===== src/rtl/pipe_pkg.sv =====
// rtl/pipe_pkg.sv - shared helpers and names for elastic pipeline stages
package pipe_pkg;

  localparam string HS_PRE_VALID   = "pre_valid";
  localparam string HS_CUR_ALLOWIN = "cur_allowin";
  localparam string HS_GOON_VALID  = "goon_valid";
  localparam string HS_POST_ALLOWIN = "post_allowin";

  function automatic int clog2(input int value);
    int r;
    r = 0;
    for (int i = 0; i < 32; i++) begin
      if ((1 << r) < value) r++;
    end
    return r;
  endfunction

  // Width needed to count 0..depth inclusive.
  function automatic int occ_w(input int depth);
    return clog2(depth + 1);
  endfunction

  // Pointer width, never below one bit so DEPTH=1 still has a legal vector.
  function automatic int ptr_w(input int depth);
    return (depth > 1) ? clog2(depth) : 1;
  endfunction

endpackage


===== src/rtl/pipe_stage_elastic_mem.sv =====
// rtl/pipe_stage_elastic_mem.sv - DEPTH x DATA_W storage, one write and one async read port
module pipe_stage_elastic_mem #(
  parameter int DATA_W = 32,
  parameter int DEPTH  = 2,
  parameter int PTR_W  = 1
) (
  input  logic              clk,
  input  logic              we,
  input  logic [PTR_W-1:0]  wr_ptr,
  input  logic [DATA_W-1:0] wdata,
  input  logic [PTR_W-1:0]  rd_ptr,
  output logic [DATA_W-1:0] rdata
);

  logic [DATA_W-1:0] mem [DEPTH];

  always_ff @(posedge clk) begin
    if (we) mem[wr_ptr] <= wdata;
  end

  assign rdata = mem[rd_ptr];

endmodule


===== src/rtl/pipe_stage_elastic.sv =====
// rtl/pipe_stage_elastic.sv - elastic FIFO pipeline stage; PIPE_STAGE_PERF_EN adds stall_cycles
module pipe_stage_elastic
  import pipe_pkg::*;
#(
  parameter int DATA_W = 32,
  parameter int DEPTH  = 2,
  parameter int PERF_W = 32
) (
  input  logic                     clk,
  input  logic                     reset,
  input  logic                     flush,
  input  logic                     cur_stall,
  input  logic                     pre_valid,
  input  logic [DATA_W-1:0]        pre_data,
  output logic                     cur_allowin,
  input  logic                     post_allowin,
  output logic                     goon_valid,
  output logic [DATA_W-1:0]        data,
  output logic                     reg_valid,
  output logic [occ_w(DEPTH)-1:0]  occupancy
`ifdef PIPE_STAGE_PERF_EN
  ,
  output logic [PERF_W-1:0]        stall_cycles
`endif
);

  localparam int CW = occ_w(DEPTH);
  localparam int PW = ptr_w(DEPTH);
  localparam logic [CW-1:0] FULL = CW'(DEPTH);
  localparam logic [PW-1:0] LAST = PW'(DEPTH - 1);

  logic [CW-1:0]     count;
  logic [PW-1:0]     wr_ptr;
  logic [PW-1:0]     rd_ptr;
  logic [DATA_W-1:0] rdata;
  logic              push;
  logic              pop;

  assign goon_valid  = (count != '0) && !cur_stall && !flush;
  assign pop         = goon_valid && post_allowin;
  // A pop frees the slot in the same cycle, so a full stage still accepts.
  assign cur_allowin = !reset || (count != FULL) || pop;
  assign push        = pre_valid && cur_allowin;

  assign data      = (count == '0) ? '0 : rdata;
  assign reg_valid = (count != '0);
  assign occupancy = count;

  pipe_stage_elastic_mem #(
    .DATA_W (DATA_W),
    .DEPTH  (DEPTH),
    .PTR_W  (PW)
  ) u_mem (
    .clk    (clk),
    .we     (push && !flush && reset),
    .wr_ptr (wr_ptr),
    .wdata  (pre_data),
    .rd_ptr (rd_ptr),
    .rdata  (rdata)
  );

  always_ff @(posedge clk) begin
    if (!reset || flush) begin
      count  <= '0;
      wr_ptr <= '0;
      rd_ptr <= '0;
    end else begin
      if (push) wr_ptr <= (wr_ptr == LAST) ? '0 : wr_ptr + PW'(1);
      if (pop)  rd_ptr <= (rd_ptr == LAST) ? '0 : rd_ptr + PW'(1);
      case ({push, pop})
        2'b10:   count <= count + CW'(1);
        2'b01:   count <= count - CW'(1);
        default: count <= count;
      endcase
    end
  end

`ifdef PIPE_STAGE_PERF_EN
  always_ff @(posedge clk) begin
    if (!reset || flush) begin
      stall_cycles <= '0;
    end else if ((count != '0) && !pop && (stall_cycles != '1)) begin
      stall_cycles <= stall_cycles + PERF_W'(1);
    end
  end
`endif

  // Occupancy bookkeeping must never wrap; parameters must be sane.
  always_ff @(posedge clk) begin
    if (reset && !flush) begin
      assert (!(push && !pop && (count == FULL)));
      assert (!(pop && (count == '0)));
      assert (PERF_W > 0 && DATA_W > 0);
    end
  end

endmodule


===== config.mk =====
export PLATFORM = sky130hd
export DESIGN_NAME = pipe_stage_elastic
export DESIGN_NICKNAME = d
export VERILOG_FILES = /design/src/rtl/pipe_pkg.sv /design/src/rtl/pipe_stage_elastic_mem.sv /design/src/rtl/pipe_stage_elastic.sv
export SDC_FILE = /design/constraint.sdc
export NUM_CORES = 1
export LEC_CHECK = 0
export BUFFER_PORTS_ARGS = -buffer_cell sky130_fd_sc_hd__buf_2
export CORE_AREA = 4 4 76 78
export CTS_BUF_LIST = sky130_fd_sc_hd__clkbuf_4 sky130_fd_sc_hd__clkbuf_8
export DETAILED_ROUTE_END_ITERATION = 10
export DIE_AREA = 0 0 80 82
export PLACE_DENSITY_LB_ADDON = 0.08
export RECOVER_POWER = 50
export SLEW_MARGIN = 20
export SYNTH_ARGS = -nofsm -noshare
export SYNTH_HDL_FRONTEND = slang
export SYNTH_HIERARCHICAL = 1
export SYNTH_SLANG_ARGS = --single-unit

===== constraint.sdc =====
create_clock -name clk -period 5.8 [get_ports clk]
set_input_delay 0.87 -clock clk [delete_from_list [all_inputs] [get_ports clk]]
set_output_delay 0.87 -clock clk [all_outputs]
set_load 0.01 [all_outputs]

==> flow_summary.ini <==
[status]
status = complete, but fails checks
violations = max-capacitance violations, max-slew violations

[final_layout]
utilization = 0.698
area_growth_pct = 20.2
nNetsFinal = 286
diodes = 0
final_layout_size_suffix_gt1_frac = 0.407

[detailed_routing]
first_pass_iters = 4
vias = 1606
drt-total-wl_um = 5050
drcViolationCount = 0
ant_nets = 0
viasPerCell = 4.97
first_iter_violations = 117
post_drt_wl_per_cell_um = 15.6

[worst_setup_path]
crit_fanout = 32
r2r_start = occupancy[0]
worst-path-stages = 6
cp_top_family = buffers and inverters
worstPathRequired_ps = 5730
critPathKind = in2reg
slowest_delay_ps = 1310
worst_path_max_delay_cell = clkbuf_1
r2r_cells = 5
cp-end-kind = flip-flop
crit_buf_inv = 2
endpoint = u_mem/mem[1][28]
start_kind = primary input
crit_arrival_ps = 3350
r2r_slack_ps = 3030
path_cells = clkbuf_1 > or3b_1 > a41o_1 > nor2_1 > and2_0 > clkbuf_1
startpoint = cur_stall
worstReg2RegEnd = u_mem/mem[1][28]
cp_common_cell = clkbuf_1

[die]
core-area_um2 = 5070
fp.dieArea_um2 = 6560
io_pins = 75
die_width_um = 80
start_util = 0.581
fp.dieH_um = 82
rows = 26

[cts]
hold_buffers = 0
cts_buffer_depth = 2
path_clk_slew_ps = 70
clk_latency_ps = 330
cts.repair.resized = 0
cts_tree = yes
clkSinkCount = 68
htreeDepth = 3
cts_buffers = 9
cts-root-buf = clkbuf_8
cts_setup_buffers = 0

[worst_hold_path]
min_from = occupancy[0]
min_path_type = reg2reg

[timing]
finalSetupViolCount = 0
fin_crit_ps = 3420
fin_tns_setup_ps = 0
max_freq_mhz = 292
max_slew_margin = -0.221
hold_violations = 0
worst_pin_slew_ps = 1830
rsz0062_at_grt = false
min_period_over_period = 0.590
maxSlewViolCount = 33
skew_ps = 9.96

[power_and_ir_drop]
p_per_area_nw_per_um2 = 302
leakage_uw = 0.00135
ir_drop_mv = 0.213

[grt]
grt_use_total = 0.165
grt_pass1_vias = 1669
antenna_found_initial = 0
grt_pass1_wl_um = 7910
grt_max_degree = 35
overflow = 0

[yosys]
post-synth-top-count-cell = edfxtp_1
synth_area_per_cell_um2 = 17.4
synth_fp_nets = 207
syn_inst = 169
synth_warnings = 6
synth_top_area_share = 0.652
synthArstFlopShare = 0
synth.distinct_cells = 23
yosys.area.top_type = edfxtp_1
yosysSeqAreaShare = 0.679
synth.ff_latch_count = 68
synthesis.area_um2 = 2950
synth_ff_type = edfxtp_1
synth_edf_count = 64
synthTopCellsByCount = edfxtp_1, nor2b_1, mux2_4
synth_area_leaders = edfxtp_1, mux2_4, nor2b_1

[run]
cap_viol_max_count = 1

[placement]
place_hpwl_um = 3300
gp_congestion = 0.650
portBuffers = 74
-- worst min-delay path, stage by stage (launching register included) --
cell and delay (ps):
dfxtp_1 370, a21oi_1 130, nor3_1 50
-- cells by family (layout without fill, tap and decap cells) --
| group | after synthesis | count (layout) | synth area share |
|---|---|---|---|
| simple gates | 46 | 46 | 0.0955 |
| buf+inv | 13 | 97 | 0.0382 |
| flops | 68 | 68 | 0.679 |
| mux | 33 | 33 | 0.166 |
| xor+xnor | 1 | 1 | 0.00297 |
| compound gates | 8 | 8 | 0.0183 |
-- per-stage QoR --
stage / hold slack [ps] / std cells / cell area (um^2) / power, uW / setup WS, ps
global placement: 575 / 307 / 3340 / 620 / 2780
floorplan: 471 / 169 / 2950 / 593 / 2170
global route: 647 / 323 / 3540 / 1100 / 2160
detailed placement: 596 / 307 / 3340 / 623 / 2680
CTS: 607 / 323 / 3570 / 1080 / 2800
finish: 603 / 323 / 3540 / 1070 / 2380
-- where the power goes --
part           switching [uW]  internal, uW
Combinational            30.0          28.1
Sequential               4.15           546
Clock                     176           284
-- registers in the layout, indices dropped and copies added (netlist names) --
| register | count |
|---|---|
| u_mem/mem | 64 |
| wr_ptr | 1 |
| occupancy | 2 |
| rd_ptr | 1 |
-- layer usage --
metal	wire length [um]	track usage	up-vias
met3	339	0.0603	7
met1	2080	0.198	766
met5	0	0	-
li1	-	-	780
met4	76	0.0608	0
met2	2550	0.275	53
-- worst min-delay path by stage --
| stage | to | slack, ps | depth (start not counted) |
|---|---|---|---|
| 6_report | occupancy[1] | 600 | 2 |
| 5_1_grt | occupancy[1] | 650 | 2 |
| 4_1_cts | occupancy[1] | 610 | 2 |
| 3_5_place_dp | occupancy[1] | 600 | 2 |
| 3_3_place_gp | occupancy[1] | 570 | 2 |
| 2_1_floorplan | rd_ptr | 470 | 2 |
-- cell usage in the layout, fill, tap and decap left out, types with 2 or more instances in the layout --
cell type	n
mux2_4	30
edfxtp_1	64
buf_2	54
inv_1	5
mux2_2	2
nor2b_1	32
a41o_1	2
nor2_1	4
nor3_1	2
clkbuf_8	9
clkinv_1	2
dfxtp_1	3
clkbuf_1	21
bufinv_16	3
a21oi_1	4
-- layout make-up --
| class | instances | area [um^2] |
|---|---|---|
| sequential | 68 | 2010 |
| fill | 396 | 1530 |
| multi-input combinational | 88 | 836 |
| timing repair buffer | 76 | 357 |
| clock buffer | 9 | 124 |
| clock inverter | 7 | 114 |
| tap | 70 | 87.6 |
| inverter | 5 | 18.8 |
Note: power is estimated with default switching activity, not from simulation.
